<file path="src/rtl/sn_uart_rx_ctrl.sv">
// Frame sequencer for sn_uart_rx: collects header/addr/data/checksum frames
// and issues single-cycle writes on the neuron config bus.
module sn_uart_rx_ctrl #(
   parameter int unsigned P_DATA_BYTES   = 2,
   parameter logic [7:0]  P_HEADER       = 8'hA5,
   parameter int unsigned P_TIMEOUT_CLKS = 2000
) (
   input  logic                      clk,
   input  logic                      rst,
   input  logic                      ctrl_enable,
   output logic                      rx_enable,
   input  logic [7:0]                received_word,
   input  logic                      rx_done,
   input  logic                      rx_active,
   output logic                      cfg_wr_en,
   output logic [7:0]                cfg_addr,
   output logic [8*P_DATA_BYTES-1:0] cfg_wr_data,
   output logic                      frame_err,
   output logic [7:0]                err_count,
   output logic                      busy
);

   localparam int unsigned DW = 8 * P_DATA_BYTES;
   localparam int unsigned TW = $clog2(P_TIMEOUT_CLKS + 1);
   localparam int unsigned BW = 4;

   typedef enum logic [2:0] {
      S_IDLE, S_HUNT, S_ADDR, S_DATA, S_CHK, S_COMMIT
   } state_t;

   state_t          state, state_next;
   logic [TW-1:0]   tmo_cnt;
   logic [BW-1:0]   byte_cnt;
   logic [7:0]      chk;
   logic [7:0]      addr_sh;
   logic [DW-1:0]   data_sh;
   logic            in_frame_c, tmo_hit_c, commit_c, err_c;

   // State register
   always_ff @(posedge clk or posedge rst) begin
      if (rst) state <= S_IDLE;
      else     state <= state_next;
   end

   // Next state, commit and error decisions; a disable aborts silently
   always_comb begin
      state_next = state;
      commit_c   = 1'b0;
      err_c      = 1'b0;
      in_frame_c = (state == S_ADDR) || (state == S_DATA) || (state == S_CHK);
      tmo_hit_c  = in_frame_c && !rx_done && (tmo_cnt == TW'(P_TIMEOUT_CLKS - 1));
      case (state)
         S_IDLE: if (ctrl_enable) state_next = S_HUNT;
         S_HUNT: begin
            if (!ctrl_enable) begin
               if (!rx_active || rx_done) state_next = S_IDLE;
            end else if (rx_done && received_word == P_HEADER) begin
               state_next = S_ADDR;
            end
         end
         S_ADDR, S_DATA, S_CHK: begin
            if (!ctrl_enable) begin
               state_next = S_IDLE;
            end else if (rx_done) begin
               if (state == S_ADDR) begin
                  state_next = S_DATA;
               end else if (state == S_DATA) begin
                  if (byte_cnt == BW'(P_DATA_BYTES - 1)) state_next = S_CHK;
               end else if (received_word == chk) begin
                  commit_c   = 1'b1;
                  state_next = S_COMMIT;
               end else begin
                  err_c      = 1'b1;
                  state_next = S_HUNT;
               end
            end else if (tmo_hit_c) begin
               err_c      = 1'b1;
               state_next = S_HUNT;
            end
         end
         S_COMMIT: state_next = ctrl_enable ? S_HUNT : S_IDLE;
         default:  state_next = S_IDLE;
      endcase
   end

   // Registered outputs, shadows and counters
   always_ff @(posedge clk or posedge rst) begin
      if (rst) begin
         rx_enable   <= 1'b0;
         busy        <= 1'b0;
         cfg_wr_en   <= 1'b0;
         frame_err   <= 1'b0;
         err_count   <= '0;
         cfg_addr    <= '0;
         cfg_wr_data <= '0;
         tmo_cnt     <= '0;
         byte_cnt    <= '0;
         chk         <= '0;
         addr_sh     <= '0;
         data_sh     <= '0;
      end else begin
         rx_enable <= (state_next != S_IDLE);
         busy      <= (state_next != S_IDLE) && (state_next != S_HUNT);
         cfg_wr_en <= commit_c;
         frame_err <= err_c;
         if (err_c && err_count != 8'hFF) err_count <= err_count + 8'd1;
         if (commit_c) begin
            cfg_addr    <= addr_sh;
            cfg_wr_data <= data_sh;
         end
         tmo_cnt <= (in_frame_c && !rx_done) ? tmo_cnt + TW'(1) : '0;
         if (rx_done) begin
            if (state == S_ADDR) begin
               addr_sh  <= received_word;
               chk      <= received_word;
               byte_cnt <= '0;
            end else if (state == S_DATA) begin
               data_sh  <= (data_sh << 8) | DW'(received_word);
               chk      <= chk ^ received_word;
               byte_cnt <= byte_cnt + BW'(1);
            end
         end
      end
   end

endmodule

</file>
<file path="config.mk">
export PLATFORM = sky130hd
export DESIGN_NAME = sn_uart_rx_ctrl
export DESIGN_NICKNAME = d
export VERILOG_FILES = /design/src/rtl/sn_uart_rx_ctrl.sv
export SDC_FILE = /design/constraint.sdc
export NUM_CORES = 1
export LEC_CHECK = 0
export ABC_AREA = 1
export CAP_MARGIN = 20
export CORE_MARGIN = 5
export CORE_UTILIZATION = 50
export CTS_CLUSTER_DIAMETER = 30
export DETAILED_ROUTE_END_ITERATION = 8
export GPL_ROUTABILITY_DRIVEN = 0
export PLACE_DENSITY = 0.78
export SLEW_MARGIN = 20
export SYNTH_ARGS = -nofsm -noshare
export SYNTH_HDL_FRONTEND = slang
export SYNTH_SLANG_ARGS = --single-unit
</file>
<file path="constraint.sdc">
create_clock -name clk -period 3.5 [get_ports clk]
set_input_delay 1.05 -clock clk [delete_from_list [all_inputs] [get_ports clk]]
set_output_delay 1.05 -clock clk [all_outputs]
set_load 0.1 [all_outputs]
</file>
==> results_dict.tcl, run 1 <==
set metrics [dict create \
    critPathBufInv 2 \
    fillers 668 \
    die_area_um2 9775 \
    grt_pass1_vias 2983 \
    synth_warnings 0 \
    synth_nets 471 \
    path_cells "clkdlybuf4s50_1 -> xnor2_1 -> nand2_1 -> nor2_1 -> nand2_2 -> nor2_2 -> nand2_4 -> inv_6 -> nand2_1 -> nand2_1" \
    clockBufferDepth 2 \
    drive_gt1_share_pct 17.03 \
    hold_viol 0 \
    hp-start "tmo_cnt[0]" \
    avgSynthCellArea_um2 8.698 \
    worstPathArrival_ns 2.85 \
    numPlacedInstances 597 \
    crit_top_cell "nand2_1" \
    grt_pass1_wl_mm 13.48 \
    synth-seq-cells 86 \
    worst_pin_slew_ns 0.4583 \
    path_class "input port to flip-flop" \
    syn_area_um2 3949 \
    p_leak_nw 2.379 \
    min_to "tmo_cnt[0]" \
    min_period_ns 2.560 \
    drc 0 \
    grt_max_degree 87 \
    hold_path_class "flip-flop to flip-flop" \
    cts_root_buf "clkbuf_8" \
    r2r_end "cfg_addr[3]" \
    clock_latency_ns 0.36 \
    vdd_drop_max_v 0.0003065 \
    antenna_cells 0 \
    ys_seq_area_share_pct 54.50 \
    cts_tree "done" \
    vias 3047 \
    std_cell_rows 32 \
    syn-instance-count 454 \
    pwr_density_cell_nw_per_um2 407.5 \
    path_delay_family "simple AND/OR/NAND/NOR gates" \
    r2r_cells 11 \
    clk_pin_slew_ns 0.08 \
    cts_hold_buf 0 \
    start_util_pct 51.10 \
    r2r_start "chk[4]" \
    critPathCaptureType "flip-flop" \
    grtUsageTotal_pct 16.98 \
    core_um2 7727 \
    numCtsBuffers 9 \
    via_per_inst 4.971 \
    max_stage_delay_ns 0.58 \
    netlist-cell-type-count 33 \
    dp_hpwl_mm 5.565 \
    place.port_buffers 48 \
    fin_crit_sh_pct 73.14 \
    slew_headroom_pct 69.45 \
    tns_ns 0 \
    ant_nets 0 \
    stdcell_count 613 \
    wl_mm 7.924 \
    htreeDepth 3 \
    place_area_um2 4439 \
    die-width_um 98.87 \
    area.growth.synth_to_final_pct 18.00 \
    start_kind "input port" \
    finalMaxSlewViolations 0 \
    cts_setup_buffers 0 \
    grt_antenna_before_repair 0 \
    r2r_slack_ns 1.81 \
    status "finished clean" \
    grt-ovfl-total 0 \
    finalInstanceArea_um2 4659 \
    fp.dieH_um 98.87 \
    crit_required_ns 3.79 \
    critPathMaxFanout 33 \
    max_freq_mhz 390.6 \
    clock-sinks 86 \
    wl_per_cell_um 12.93 \
    fin_nets 523 \
    final_cell_mix "nand2_1 (161), dfrtp_1 (86), inv_1 (43)" \
    worstHoldPathCells 1 \
    setup_viol 0 \
    final.setup_skew_ns 0.01134 \
    slowest_stage "clkdlybuf4s50_1" \
    maxCapViolCount 0 \
    final_common_cell "nand2_1" \
    rsz0062_at_grt "false" \
    drt-initial-drc-count 178 \
    io_pins 49 \
    postCtsResizedCells 0 \
    drt_pass1_iterations 4 \
]
## logic make-up (layout without fill, tap and decap cells)
group	after synthesis	in the layout	synth area share [%]
AOI/OAI and AO/OA	53	53	7.795
xor gates and xnor gates	17	17	3.771
adders and majority gates	4	4	1.267
buffers and inverters	62	119	6.686
DFF	86	86	54.50
and+or+nand+nor	232	232	25.98
## registers in the layout, indices dropped and copies added, names as in the netlist
register,count
rx_enable,1
busy,1
cfg_wr_en,1
data_sh,16
chk,8
cfg_wr_data,16
state,3
frame_err,1
tmo_cnt,11
err_count,8
byte_cnt,4
addr_sh,8
cfg_addr,8
## worst reg2reg max path: stages, from the launching register on
cell and delay (ns):
dfrtp_1 0.40, inv_1 0.06, nand2_1 0.04, nand2_1 0.05, nand2_1 0.06, nor2_1 0.14, nand2_2 0.09, nor2_2 0.14
nand2_4 0.25, inv_6 0.23, nand2_1 0.08, nand2_1 0.08
## power breakdown
group | internal (W) | total (W) | switching, W
clock | 0.000407 | 0.000764 | 0.000357
combinational | 0.0000368 | 0.000118 | 0.0000816
sequential | 0.00101 | 0.00102 | 0.0000110
total | 0.00145 | 0.00190 | 0.000449
## synthesized netlist by cell type (all sizes together)
master	number	area [um^2]
xor2	14	122.6
dfrtp	86	2152
nor3	6	41.29
o21ai	37	219.0
buf	6	48.79
nand3b	1	7.510
ha	4	50.05
xnor2	3	26.28
a21boi	1	7.510
inv	52	200.2
o21a	1	7.510
nor2	26	117.6
nand3	16	97.60
a21oi	11	55.05
nor4	1	6.260
nand2	169	674.4
nand2b	1	6.260
o22ai	3	18.77
clkbuf	4	15.01
nand4	12	75.07
## metrics by stage
stage               setup WS (ns)  total power (W)  util [%]  hold WS (ns)
floorplan                  0.2282         0.001112         -        0.4331
global placement           0.6692         0.001154     57.45        0.4489
detailed placement         0.6031         0.001157     57.45        0.4646
CTS                        0.9407         0.001926     60.30        0.4764
global route               0.7973         0.001978     60.30        0.4927
finish                     0.9400         0.001899     60.30        0.4682
## worst max-delay path by stage
stage / start / to / slack [ns] / depth (start not counted)
after floorplan: rst / addr_sh[0] / 0.23 / 1
after global placement: received_word[5] / cfg_addr[1] / 0.67 / 12
after detailed placement: received_word[5] / cfg_addr[3] / 0.60 / 12
after CTS: received_word[5] / cfg_addr[3] / 0.94 / 12
after global routing: received_word[5] / cfg_addr[3] / 0.80 / 12
final: received_word[7] / cfg_addr[3] / 0.94 / 10
## layout make-up
| type | count | area (um^2) | area share (%) |
|---|---|---|---|
| Sequential cell | 86 | 2152 | 46.19 |
| Inverter | 52 | 201.4 | 4.323 |
| Timing Repair Buffer | 51 | 425.4 | 9.130 |
| Clock inverter | 6 | 92.59 | 1.987 |
| Multi-Input combinational cell | 306 | 1533 | 32.89 |
| Tap cell | 102 | 127.6 | 2.739 |
| Clock buffer | 10 | 127.6 | 2.739 |
## metal layers
layer  GRT usage [%]  up-vias  wire length (um)
li1                -     1528                 -
met1           20.46     1442              3407
met2           29.03       71              3993
met3           5.308        6               430
met4           5.357        0                92
met5               0        -                 0
(Power assumes the default switching activity.)
==> run 2: changes to the inputs <==
==> constraint.sdc (replaced) <==
create_clock -name clk -period 2.4 [get_ports clk]
set_input_delay 0.72 -clock clk [delete_from_list [all_inputs] [get_ports clk]]
set_output_delay 0.72 -clock clk [all_outputs]
set_load 0.1 [all_outputs]
==> run 2 against run 1 <==
Effect of this change: sequential cell count unchanged; final area up 0.81%; worst setup slack worse by 0.56 ns; clock-buffer cell count down 1; first-iteration DRC count down 13%; largest power group unchanged; highest routed layer unchanged.
==> results_dict.tcl, run 2 (synthesized netlist as in run 1, its figures left out) <==
set metrics [dict create \
    status "finished clean" \
    postLayoutCoreUtil_pct 60.78 \
    p_leak_nw 2.408 \
    slowest_stage "clkdlybuf4s50_1" \
    via_per_inst 4.977 \
    grt_pass1_wl_mm 13.79 \
    cts_hold_buf 0 \
    grtUsageTotal_pct 17.18 \
    hold_viol 0 \
    start_kind "input port" \
    drive_gt1_share_pct 18.02 \
    wl_per_cell_um 12.67 \
    setup_viol 0 \
    drt-met1-wl_mm 3.558 \
    critPathBufInv 2 \
    path_class "input port to flip-flop" \
    min_period_ns 2.023 \
    path_cells "clkdlybuf4s50_1 -> inv_1 -> nand2_1 -> nand2_1 -> nand2_1 -> nor2_2 -> nand2_2 -> nand3_1 -> nand2_4 -> nand3_4 -> nand2_1 -> nand2_1" \
    crit_top_cell "nand2_1" \
    grt_pass1_vias 3027 \
    dp_hpwl_mm 5.588 \
    tns_ns 0 \
    area.growth.synth_to_final_pct 18.95 \
    vdd_drop_max_v 0.0004671 \
    clock_latency_ns 0.36 \
    cts_tree "done" \
    die_area_um2 9775 \
    met3WireLength_um 366 \
    start_util_pct 51.10 \
    fp.dieH_um 98.87 \
    hold_path_class "flip-flop to flip-flop" \
    io_pins 49 \
    core_um2 7727 \
    clock-sinks 86 \
    clk_pin_slew_ns 0.09 \
    postCtsResizedCells 0 \
    worstPathArrival_ns 2.28 \
    fin_crit_sh_pct 84.29 \
    drt-initial-drc-count 154 \
    top_regs "cfg_wr_data: 16 flops, data_sh: 16 flops, tmo_cnt: 11 flops" \
    vias 3076 \
    die-width_um 98.87 \
    max_stage_delay_ns 0.52 \
    critPathCaptureType "flip-flop" \
    max_freq_mhz 494.3 \
    fin_nets 528 \
    fin_hold_ws_ns 0.4644 \
    drt_pass1_iterations 4 \
    final_common_cell "nand2_1" \
    pwr_density_cell_nw_per_um2 575.2 \
    final.setup_skew_ns 0.008476 \
    htreeDepth 3 \
    rsz0062_at_grt "false" \
    numCtsBuffers 9 \
    finalMaxSlewViolations 0 \
    cts_setup_buffers 0 \
    maxCapViolCount 0 \
    cts_root_buf "clkbuf_8" \
    antenna_cells 0 \
    critPathMaxFanout 9 \
    dr_wl_met2_mm 3.758 \
    clockBufferDepth 2 \
    final_cell_mix "nand2_1 (161), dfrtp_1 (86), inv_1 (43)" \
    drc 0 \
    ant_nets 0 \
    path_delay_family "simple AND/OR/NAND/NOR gates" \
    slew_headroom_pct 69.90 \
    grt_max_degree 87 \
    grt_antenna_before_repair 0 \
    place.port_buffers 48 \
    grt-ovfl-total 0 \
    std_cell_rows 32 \
    wl_mm 7.829 \
    crit_required_ns 2.65 \
    highest_layer "met4" \
    worst_pin_slew_ns 0.4516 \
]
run 2: path summary, 6_finish.rpt:
| path | cells past startpoint | slack (ns) | from | endpoint |
|---|---|---|---|---|
| min in group asynchronous | 3 | 0.82 | rst | data_sh[14] |
| max in group asynchronous | 3 | 1.22 | rst | data_sh[4] |
| setup reg to reg | 10 | 0.75 | tmo_cnt[0] | err_count[4] |
| hold reg to reg | 2 | 0.46 | data_sh[13] | cfg_wr_data[13] |
| hold / removal | 2 | 0.46 | data_sh[13] | cfg_wr_data[13] |
| setup / recovery | 12 | 0.38 | received_word[2] | err_count[4] |
run 2: cell type report:
class / count / area (um^2)
fill: 680 / 3030
sequential: 86 / 2152
multi-input combinational: 306 / 1533
timing repair buffer: 56 / 475.5
inverter: 52 / 203.9
tap: 102 / 127.6
clock buffer: 9 / 123.9
clock inverter: 7 / 81.33
run 2: power by group:
| part | switching [W] | internal [W] |
|---|---|---|
| registers | 0.0000164 | 0.00147 |
| clock network | 0.000544 | 0.000497 |
| logic | 0.000121 | 0.0000569 |
| total | 0.000681 | 0.00202 |
run 2: routing by layer:
layer | up-vias | track usage [%]
met1 | 1441 | 22.36
met3 | 16 | 4.105
met4 | 0 | 6.618
met2 | 70 | 27.79
met5 | - | 0
li1 | 1549 | -
run 2: worst min-delay path, stage by stage, from the launching register on:
cell     delay [ns]
dfrtp_1        0.35
nand2_1        0.05
nand2_1        0.04
run 2: per-stage QoR:
| stage | setup WS (ns) | power (W) | cells | instance area (um^2) |
|---|---|---|---|---|
| 2_1_floorplan | 0.3069 | 0.001622 | 454 | 3953 |
| 3_3_place_gp | 0.05693 | 0.001686 | 602 | 4492 |
| 3_5_place_dp | 0.01073 | 0.001691 | 602 | 4492 |
| 4_1_cts | 0.3977 | 0.002734 | 618 | 4697 |
| 5_1_grt | 0.2682 | 0.002821 | 618 | 4697 |
| 6_report | 0.3770 | 0.002702 | 618 | 4697 |
==> run 3: changes to the inputs <==
==> constraint.sdc (replaced) <==
create_clock -name clk -period 1.89 [get_ports clk]
set_input_delay 0.567 -clock clk [delete_from_list [all_inputs] [get_ports clk]]
set_output_delay 0.567 -clock clk [all_outputs]
set_load 0.1 [all_outputs]
==> run 3 against run 2 <==
Effect of this change: register-to-register slack worse by 0.49 ns; hold slack better by 0.0082 ns; total power is 34% higher; sequential cell count stayed put; non-clock buffer count is 18 higher; final area is 14% higher; clock skew is 0.0022 ns higher; clock power is 42% higher; sequential power is 28% higher; die area stayed put; via count is 1.3% higher; core utilization is 8.4 points higher.
==> results_dict.tcl, run 3 (synthesized netlist as in run 1, its figures left out) <==
set metrics [dict create \
    status "finished clean" \
    max_freq_mhz 556.2 \
    slowest_stage "clkdlybuf4s50_1" \
    io_pins 49 \
    finalMaxSlewViolations 0 \
    path_depth 12 \
    p_leak_nw 2.619 \
    fin_hold_ws_ns 0.4726 \
    final_common_cell "nand2_1" \
    fin_nets 546 \
    slew_headroom_pct 78.53 \
    path_delay_family "buffers and inverters" \
    critPathBufInv 3 \
    die_area_um2 9775 \
    drc 0 \
    cts_tree "done" \
    antenna_cells 0 \
    hold_viol 0 \
    wl_per_cell_um 13.13 \
    min_period_ns 1.798 \
    postLayoutCoreUtil_pct 69.20 \
    numCtsBuffers 9 \
    tns_ns 0 \
    hold_path_class "flip-flop to flip-flop" \
    maxCapViolCount 0 \
    cts_root_buf "clkbuf_8" \
    crit_required_ns 2.14 \
    grt-ovfl-total 0 \
    clock-sinks 86 \
    final_cell_mix "nand2_1 (161), dfrtp_1 (82), inv_1 (42)" \
    fp.dieH_um 98.87 \
    area.growth.synth_to_final_pct 35.42 \
    max_stage_delay_ns 0.45 \
    rsz0062_at_grt "true" \
    grt_antenna_before_repair 0 \
    start_kind "input port" \
    crit_top_cell "nand2_1" \
    die-width_um 98.87 \
    path_cells "clkdlybuf4s50_1 -> inv_1 -> nand2_1 -> nand2_1 -> nand2_1 -> nor2_2 -> nand2_2 -> nor2_2 -> nand2_4 -> buf_12 -> nand2_1 -> o21ai_2" \
    wl_mm 8.348 \
    top_regs "cfg_wr_data: 16 flops, data_sh: 16 flops, tmo_cnt: 11 flops" \
    vdd_drop_max_v 0.0004995 \
    drive_gt1_share_pct 22.10 \
    core_um2 7727 \
    path_class "input port to flip-flop" \
    clockBufferDepth 2 \
    worst_pin_slew_ns 0.3220 \
    final.setup_skew_ns 0.01073 \
    grtUsageTotal_pct 18.00 \
    critPathCaptureType "flip-flop" \
    clock_latency_ns 0.36 \
    start_util_pct 51.10 \
    critPathMaxFanout 21 \
    r2r_cells 10 \
    htreeDepth 3 \
    dp_hpwl_mm 6.145 \
    worstPathArrival_ns 2.05 \
    grt_pass1_wl_mm 14.46 \
    pwr_density_cell_nw_per_um2 678.0 \
    drt-initial-drc-count 115 \
    cts_hold_buf 0 \
    grt_pass1_vias 3195 \
    setup_viol 0 \
    fin_crit_sh_pct 95.13 \
    vias 3116 \
    via_per_inst 4.899 \
    std_cell_rows 32 \
    ant_nets 0 \
    grt_max_degree 62 \
    clk_pin_slew_ns 0.09 \
    place.port_buffers 48 \
    drt_pass1_iterations 4 \
    worstHoldPathCells 2 \
]
## run 3: changes by cell type in the layout (fill, tap and decap cells not counted), moves of 2 or more
cell      change
dfrtp_1       -4
buf_12       +38
dfrtp_2       +4
buf_4        -20
clkinv_4      -2
## run 3: repair_timing
action | in CTS | in global routing
hold endpoints to repair | 0 | 0
resized for setup | 0 | 4
setup buffers | 0 | 2
endpoints found under the setup margin | 0 | 33
## run 3: area by class of cell
type | instances | area, um^2
clock buffer | 10 | 137.6
multi-input combinational | 306 | 1540
sequential | 86 | 2157
fill | 566 | 2380
inverter | 52 | 203.9
clock inverter | 6 | 92.59
timing repair buffer | 74 | 1089
tap | 102 | 127.6
## run 3: tightest hold or removal path, cell delays in order, from the launching register on
cell and delay, ns:
dfrtp_1 0.35, nand2_1 0.05, nand2_1 0.05
## run 3: final timing paths
path,slack [ns],to,startpoint
setup reg to reg,0.26,err_count[6],tmo_cnt[0]
max in group asynchronous,0.95,err_count[0],rst
hold reg to reg,0.47,cfg_wr_data[14],data_sh[14]
setup / recovery,0.09,cfg_wr_data[5],received_word[0]
hold / removal,0.47,cfg_wr_data[14],data_sh[14]
min in group asynchronous,0.65,data_sh[4],rst
## run 3: metal layers
layer | part of all wire [%] | GRT usage, % | up-vias | routed length (um)
li1 | - | - | 1577 | -
met1 | 42 | 21.55 | 1458 | 3491
met2 | 53 | 32.08 | 69 | 4384
met3 | 4.3 | 3.185 | 12 | 355
met4 | 1.4 | 6.933 | 0 | 116
met5 | 0 | 0 | - | 0
## run 3: per-stage QoR
step | setup slack (ns) | power (W) | cell area [um^2] | cells
after global routing | -0.02539 | 0.003743 | 5348 | 636
after CTS | 0.05366 | 0.003640 | 5323 | 634
after global placement | -0.2754 | 0.002177 | 5092 | 618
final | 0.09204 | 0.003626 | 5348 | 636
after detailed placement | -0.3201 | 0.002185 | 5092 | 618
after floorplan | 0.02044 | 0.002060 | 3958 | 454
## run 3: where the power goes
part           total [W]  switching [W]  internal [W]
sequential       0.00189      0.0000246       0.00186
clock            0.00148       0.000684      0.000792
combinational   0.000263       0.000159      0.000104
total            0.00363       0.000868       0.00276
